$ cat src/rtl/mem_arbiter.sv
// Two-requester (instruction / data) arbiter in front of a single-port SRAM.
// Data wins by default; a starvation counter forces an instruction grant after STARVE_MAX data grants.
module mem_arbiter #(
  parameter int LATENCY    = 2,
  parameter int STARVE_MAX = 4
) (
  input  logic        clk,
  input  logic        reset,
  input  logic        iReq,
  input  logic [31:0] iAddr,
  input  logic        dReq,
  input  logic        dWe,
  input  logic [31:0] dAddr,
  input  logic [31:0] dWdata,
  output logic        iGnt,
  output logic        dGnt,
  output logic        iDone,
  output logic        dDone,
  output logic [31:0] rdata,
  output logic        busy,
  output logic        memEn,
  output logic        memWe,
  output logic [13:0] memAddr,
  output logic [31:0] memWdata,
  input  logic [31:0] memRdata
);

  typedef enum logic [1:0] {IDLE, ACCESS, RESP} state_t;
  typedef enum logic {OWN_I, OWN_D} owner_t;

  state_t      state;
  state_t      state_nxt;
  owner_t      owner;
  logic [3:0]  cnt;
  logic [3:0]  starve;
  logic [13:0] addr_q;
  logic        we_q;
  logic [31:0] wdata_q;
  logic [31:0] rdata_q;
  logic        pick_d;

  // The SRAM is word addressed and only 16K words deep; the remaining address bits are ignored.
  logic unused_addr_bits;
  assign unused_addr_bits = ^{iAddr[31:16], iAddr[1:0], dAddr[31:16], dAddr[1:0]};

  // NOTE: every output and next-state variable gets a default before the case so no latch is inferred.
  always_comb begin
    state_nxt = state;
    iGnt      = 1'b0;
    dGnt      = 1'b0;
    iDone     = 1'b0;
    dDone     = 1'b0;
    busy      = 1'b0;
    memEn     = 1'b0;
    memWe     = 1'b0;
    memAddr   = '0;
    memWdata  = '0;
    pick_d    = dReq && !(iReq && (starve == 4'(STARVE_MAX)));
    if (!reset) begin
      unique case (state)
        IDLE: begin
          if (iReq || dReq) begin
            dGnt      = pick_d;
            iGnt      = !pick_d;
            state_nxt = ACCESS;
          end
        end
        ACCESS: begin
          busy     = 1'b1;
          memEn    = 1'b1;
          memWe    = we_q;
          memAddr  = addr_q;
          memWdata = wdata_q;
          if (cnt == 4'd0) state_nxt = RESP;
        end
        RESP: begin
          busy      = 1'b1;
          iDone     = (owner == OWN_I);
          dDone     = (owner == OWN_D);
          state_nxt = IDLE;
        end
        default: state_nxt = IDLE;
      endcase
    end
  end

  // NOTE: sequential state uses non-blocking assignments so every register samples pre-edge values.
  always_ff @(posedge clk) begin
    if (reset) begin
      state   <= IDLE;
      cnt     <= '0;
      starve  <= '0;
      owner   <= OWN_I;
      addr_q  <= '0;
      we_q    <= 1'b0;
      wdata_q <= '0;
      rdata_q <= '0;
    end else begin
      state <= state_nxt;
      unique case (state)
        IDLE: begin
          if (dGnt) begin
            cnt     <= 4'(LATENCY - 1);
            owner   <= OWN_D;
            addr_q  <= dAddr[15:2];
            we_q    <= dWe;
            wdata_q <= dWdata;
            if (!iReq)                          starve <= '0;
            else if (starve != 4'(STARVE_MAX))  starve <= starve + 4'd1;
          end else if (iGnt) begin
            cnt     <= 4'(LATENCY - 1);
            owner   <= OWN_I;
            addr_q  <= iAddr[15:2];
            we_q    <= 1'b0;
            wdata_q <= '0;
            starve  <= '0;
          end
        end
        ACCESS: begin
          // Capture happens for stores too, so rdata always reflects the last completed access.
          if (cnt == 4'd0) rdata_q <= memRdata;
          else             cnt     <= cnt - 4'd1;
        end
        default: ;
      endcase
    end
  end

  assign rdata = rdata_q;

endmodule

$ cat config.mk
export PLATFORM = sky130hd
export DESIGN_NAME = mem_arbiter
export DESIGN_NICKNAME = d
export VERILOG_FILES = /design/src/rtl/mem_arbiter.sv
export SDC_FILE = /design/constraint.sdc
export NUM_CORES = 1
export LEC_CHECK = 0
export CORE_MARGIN = 4
export CORE_UTILIZATION = 40
export CTS_BUF_LIST = sky130_fd_sc_hd__clkbuf_8
export DETAILED_ROUTE_END_ITERATION = 7
export GPL_TIMING_DRIVEN = 0
export PLACE_DENSITY = 0.85
export SLEW_MARGIN = 25
export SYNTH_ARGS = -nofsm -noshare
export SYNTH_HDL_FRONTEND = slang
export SYNTH_SLANG_ARGS = --single-unit
$ cat constraint.sdc
create_clock -name clk -period 3.95 [get_ports clk]
set_input_delay 0.5925 -clock clk [delete_from_list [all_inputs] [get_ports clk]]
set_output_delay 0.5925 -clock clk [all_outputs]
set_load 0.05 [all_outputs]
======== After elaboration in Yosys (flattened, before gate mapping) ========
Index checks and enable logic that the tools add are counted.
word-level totals
  word-level logic and storage cells ...... 73
  flip-flop bits (word level) ............. 90
  input port bits ......................... 133
operators by class
  reductions and logical operators ........ 15
  bitwise gates (word level) .............. 1
  equality and inequality tests ........... 9
  add/subtract/negate cells ............... 2
  muxes and demuxes ....................... 38
operators by type and width
  cell                                                                    number
  32-bit two-way mux                                                      4
  14-bit two-way mux                                                      4
  4-bit two-way mux                                                       7
  1-bit two-way mux                                                       19
  4-bit one-hot mux with 2 select lines                                   1
  2-bit != test (second input constant)                                   3
  2-bit AND reduction                                                     3
  3-bit AND reduction                                                     2
  4-bit by 1-bit adder with 4-bit output (second input constant)          1
  4-bit by 3-bit equality test with 1-bit output (second input constant)  1
  4-bit logical NOT                                                       1
  2-bit two-way mux                                                       2
  4-bit by 3-bit != test with 1-bit output (second input constant)        1
  2-bit one-hot mux with 2 select lines                                   1
  2-bit nonzero test                                                      2
  4-bit by 1-bit subtractor with 4-bit output (second input constant)     1
  3-bit by 2-bit != test with 1-bit output (second input constant)        1
  3-bit != test (second input constant)                                   1
  2-bit by 1-bit equality test with 1-bit output (second input constant)  1
  2-bit equality test (second input constant)                             1
  1-bit logical AND                                                       2
  1-bit logical NOT                                                       2
  2-bit logical NOT                                                       1
  2-bit OR reduction                                                      1
  2 further kinds                                                         2

======== Depth between registers and ports, before layout ========
  depth after elaboration ................. 11
  mapped depth ............................ 8
  gate-level depth less buffers ........... 7

======== Worst setup path after synthesis ========
No wires, ideal clock.
  kind .................................... input to output
  start point ............................. in reset
  end point ............................... out iDone
  arrival ................................. 2.125 ns
  path slack .............................. 1.233 ns
  cell stages on the path ................. 3
  cells stage by stage .................... buf_2 > clkbuf_1 > nor3b_1
on the way
  cells in the longest elaborated chain, start to end .. 1
ends and longest elaborated chain
  element            RTL line  source
  from (decl)        8         input logic reset,
  1-bit two-way mux  59        if (!reset) begin
  to (decl)          17        output logic iDone,
No other way between the ends.

======== Final worst setup path ========
  start point ............................. reg state[1]
  end point ............................... out memWdata[0]
on the way
  cells in the longest elaborated chain, start to end .. 3
ends and longest elaborated chain
  element                                         RTL line  source
  from (decl)                                     31        state_t state;
  from (signal assigned)                          99        state <= state_nxt;
  2-bit by 1-bit equality test with 1-bit output  60        unique case (state)
  32-bit two-way mux                              60
  32-bit two-way mux                              59
  to (decl)                                       24        output logic [31:0] memWdata,
No other way between the ends.

==> results.md <==
Status:
- The flow ran to the end, and the final reports show no timing, DRC or antenna violations.

STA:
- Timing would allow up to 282 MHz.
- Setup repair after global routing left no endpoint under its margin.
- At the pin with the least slew margin, the transition time is 0.548 ns.
- The final total negative setup slack is 0 ns.
- After layout, the minimum clock period comes to 3.55 ns.
- The relative slew slack is 63.5%.
- The number of pins exceeding their max-slew limit in the final report is 0.
- Dividing the final minimum period by the clock period gives 89.8%.
- The final hold violation count came to 0.
- The clock arrives with 0.00985 ns of skew.
- Setup violations remaining at the end of the flow were counted as 0.
- The setup slack of the critical path after layout is 0.402 ns.

Critical path:
- The critical path goes through inv_1 > ha_1 > inv_2 > nor2_1 > buf_2 > clkbuf_1 > and2_1 > clkdlybuf4s50_1.
- The cell with the largest stage delay on the worst path is sky130_fd_sc_hd__clkdlybuf4s50_1.
- The nature of the critical path endpoint is a primary output.
- For the worst setup path, the data arrival time is 2.96 ns.
- The highest fanout seen on the critical path is 10.
- The count of buffering cells on the critical path with inverters included is 5.
- The required time at the endpoint of the critical path is 3.36 ns.
- The depth of the most critical reg-to-reg path is 6.
- For this run, the slowest stage of the critical path takes 0.82 ns.
- The setup path with the least slack is of type reg -> out.
- The critical path crosses 8 cells after its start point.
- The kind of cell adding the most delay to the critical path is buffers and inverters.
- The kind of start point of the critical path is a flip-flop.

Clock network:
- Buffers added to address setup during post-CTS repair amount to 0.
- The hold buffer count at CTS is 0.
- Clock-pin slew was measured on the worst setup and hold paths at 0.09 ns.
- The clock tree buffer depth is 2.
- The number of instances resized during post-cts repair is 0.
- The clock root buffer master is sky130_fd_sc_hd__clkbuf_8.
- TritonCTS built the clock tree.
- The number of buffers created by CTS is 9.
- CTS saw 90 sinks.
- The clock latency reported for the late side of the worst-skew pair is 0.35 ns.
- The H-tree generated during clock tree synthesis spans 3 levels.

Synth:
- The synthesized netlist devotes 0.237% of its cell area to XOR and XNOR gates.
- The number of warning messages in the yosys log is 0.
- The synthesized netlist cell count is 411.
- Yosys mapped the design onto 43 distinct sky130hd cell types.
- After synthesis, the share of flip-flops with an asynchronous set or reset is 0%.
- The synthesized-area fraction occupied by ao, oa, aoi and oai cells is 19.0%.
- The number of synthesized flops with an enable pin is 0.
- Counting flops and latches in the post-synthesis netlist gives 90.
- The number of nets in the synthesized netlist is 551.
- The share of synthesized area spent on multiplexers is 0.812%.
- After Yosys synthesis, full adders, half adders and majority gates account for 2.37% of the synthesized area.
- The synthesized design devotes to its leading area cell type 48.7% of total area.
- The leading cell type by number of instances after synthesis is sky130_fd_sc_hd__nand2_1.
- The most area-hungry cell type in the Yosys netlist is sky130_fd_sc_hd__dfxtp_1.
- The dominant combinational cell family by area after synthesis is simple AND/OR/NAND/NOR gates.
- The post-synthesis instance area is 3700 µm².
- Summing the areas of all and, or, nand and nor instances in the mapped netlist gives 23.7% of the synthesized area.
- By area the synthesized netlist is led by sky130_fd_sc_hd__dfxtp_1 (49%), sky130_fd_sc_hd__nand2_1 (10%), sky130_fd_sc_hd__and2_1 (8.1%).
- For this run, the register share of the synthesized area comes to 48.7%.
- In the synthesized netlist the dominant register cell turns out to be sky130_fd_sc_hd__dfxtp_1.
- Each instance of the synthesized netlist takes up on average 8.99 µm².
- In the synthesized netlist, the cells that appear most often are sky130_fd_sc_hd__nand2_1 (99), sky130_fd_sc_hd__dfxtp_1 (90), sky130_fd_sc_hd__and2_1 (48), sky130_fd_sc_hd__a21oi_1 (38), sky130_fd_sc_hd__a22o_1 (34).

Pwr:
- IR analysis of the VDD net gives a maximum drop of 0.256 mV.
- Summed over all cells, the static leakage comes to 2.26 nW.
- Summed over all nets, the switching power comes to 0.00145 W.
- The design internal power is 0.00214 W.
- Per report_power, the sequential group accounts for 34.8% of the total.
- The total chip power is 0.00360 W.
- In this run, the combinational gates consume 45.1% of the power.
- For this design the ratio of total power to cell area is 614 nW/µm².
- The share of total power consumed by net switching is 40.4%.
- The clock network accounts for 20.1% of the total power.

Routing:
- In the final routed layout, each cell accounts on average for 15.5 µm.
- Wires add up to 11100 µm.
- After detailed routing, the number of vias per cell comes to 5.12.
- For this block, the initial DRC count from the detailed router was 103.
- In the routed design, unresolved DRC markers number 0.
- The number of detailed-routing iterations run before antenna repair is 6.
- Detailed routing inserted a total of 3654 vias.
- In this run the remaining antenna-violating nets after routing total 0.

Final layout:
- The final antenna diode count is 0.
- The net total in the final layout is 741.
- Leaving out filler cells and counting taps, the final layout contains 714.
- The proportion of layout cells with a drive suffix above 1 is 6.44%.
- The layout overhead on the synthesized area is 58.5%.

Place:
- Routability-driven placement finished with a final weighted congestion of 0.793.
- OpenSTA, run right after detailed placement, puts the worst setup slack at 0.707 ns.
- The number of placed instances, taps included, is 698.
- Input and output buffers added on the ports amount to 179.
- The estimated wirelength of the detail-placed design is 8580 µm.

GRT:
- The maximum number of pins on one net before global-route repair is 16.
- The number of global-route vias before repair was 3774.
- The number of antenna violations at the first check in global routing is 0.
- The global-route congestion overflow total is 0.
- Global routing used 20.1% of the available tracks across all layers.
- The global-route wire length before repair is 18200 µm.

Floorplan:
- In this run the core area contains 34 standard-cell rows.
- The initial utilization of the core area, before any placement, comes to 41.8%.
- The die covers 10800 µm².
- 218 I/O pins were placed.
- The floorplan step defined a core boundary enclosing 8850 µm².
- The die span in x is 104 µm.
- From bottom edge to top edge, the die measures 104 µm.

Min path:
- The path class of the tightest hold or removal check is reg -> reg.
- The depth of the worst hold-timing path is 2.

Flow run:
- The reported max-cap violation count is 0.
-- per-stage QoR --
stage	util [%]	hold WS [ns]	cell area, µm²
final	66.2	0.444	5860
after global routing	66.2	0.460	5860
after CTS	66.2	0.446	5860
after detailed placement	63.5	0.433	5620
after global placement	63.5	0.426	5620
after floorplan	-	0.415	3700
-- power by group through the flow --
stage,Clock [W],Combinational [W],Sequential [W]
after floorplan,0,0.000812,0.00154
after global placement,0,0.00158,0.00126
after detailed placement,0,0.00162,0.00127
after CTS,0.000733,0.00163,0.00125
after global routing,0.000777,0.00174,0.00128
final,0.000721,0.00162,0.00125
-- path summary, 6_finish.rpt --
| kind | startpoint | endpoint | slack [ns] |
|---|---|---|---|
| worst max-delay path | state[1] | memWdata[0] | 0.40 |
| worst min-delay path | addr_q[0] | addr_q[0] | 0.44 |
| worst max register to register | state[0] | wdata_q[15] | 2.12 |
| worst min register to register | addr_q[0] | addr_q[0] | 0.44 |
-- worst register-to-register path, delay by kind of cell, from the launching register on --
family                     cells  cell delay, ns
DFF                            1            0.37
adders and majority gates      1            0.29
AOI/OAI and AO/OA              2            0.38
buffers and inverters          2            0.50
and+or+nand+nor                1            0.24
-- per-layer routing --
metal / routed length, µm / share of wire [%] / up-vias / GRT usage (%)
met2: 5490 / 50 / 143 / 36.0
met4: 145 / 1.3 / 0 / 5.98
met1: 4580 / 41 / 1713 / 22.9
met3: 842 / 7.6 / 13 / 6.39
li1: - / - / 1785 / -
met5: 0 / 0 / - / 0
-- area by class of cell --
type | count | area (µm²)
buffer | 28 | 159
clock buffer | 11 | 151
clock inverter | 5 | 85.1
fill | 725 | 2990
inverter | 9 | 33.8
multi-input combinational | 284 | 1700
sequential | 90 | 1800
tap | 108 | 135
timing repair buffer | 179 | 1790
-- sequential cells by signal (all words and copies together) (netlist names) --
register / flops
starve: 4
owner: 1
wdata_q: 32
addr_q: 14
cnt: 4
we_q: 1
rdata: 32
state: 2
-- layout by cell type, fill, tap and decap left out, types with 2 or more instances in the layout --
master                            synthesis  routed
sky130_fd_sc_hd__a21oi_1                 38      38
sky130_fd_sc_hd__a22o_1                  34      34
sky130_fd_sc_hd__a32oi_1                  4       4
sky130_fd_sc_hd__and2_1                  48      48
sky130_fd_sc_hd__buf_2                    7       7
sky130_fd_sc_hd__buf_6                    6       6
sky130_fd_sc_hd__bufinv_16                0       2
sky130_fd_sc_hd__clkbuf_1                15      15
sky130_fd_sc_hd__clkbuf_8                 0      11
sky130_fd_sc_hd__clkdlybuf4s50_1          0     179
sky130_fd_sc_hd__dfxtp_1                 90      90
sky130_fd_sc_hd__ha_1                     7       7
sky130_fd_sc_hd__inv_1                    7       7
sky130_fd_sc_hd__inv_2                    2       2
sky130_fd_sc_hd__mux2i_1                  3       3
sky130_fd_sc_hd__nand2_1                 99      99
sky130_fd_sc_hd__nand3_1                  3       3
sky130_fd_sc_hd__nand4b_1                 2       2
sky130_fd_sc_hd__nor2_1                   5       5
sky130_fd_sc_hd__nor3_1                   2       2
sky130_fd_sc_hd__o21a_1                   2       2
sky130_fd_sc_hd__o21ai_0                  2       2
sky130_fd_sc_hd__o21ai_1                  2       2
sky130_fd_sc_hd__o221ai_1                10      10
sky130_fd_sc_hd__or3b_4                   2       2
-- logic make-up after synthesis --
kind of cell    count (synthesis)
buf+inv                        37
flops                          90
compound gates                 98
simple gates                  175
mux                             3
fa+ha+maj                       7
xor+xnor                        1
(Power assumes the default switching activity.)
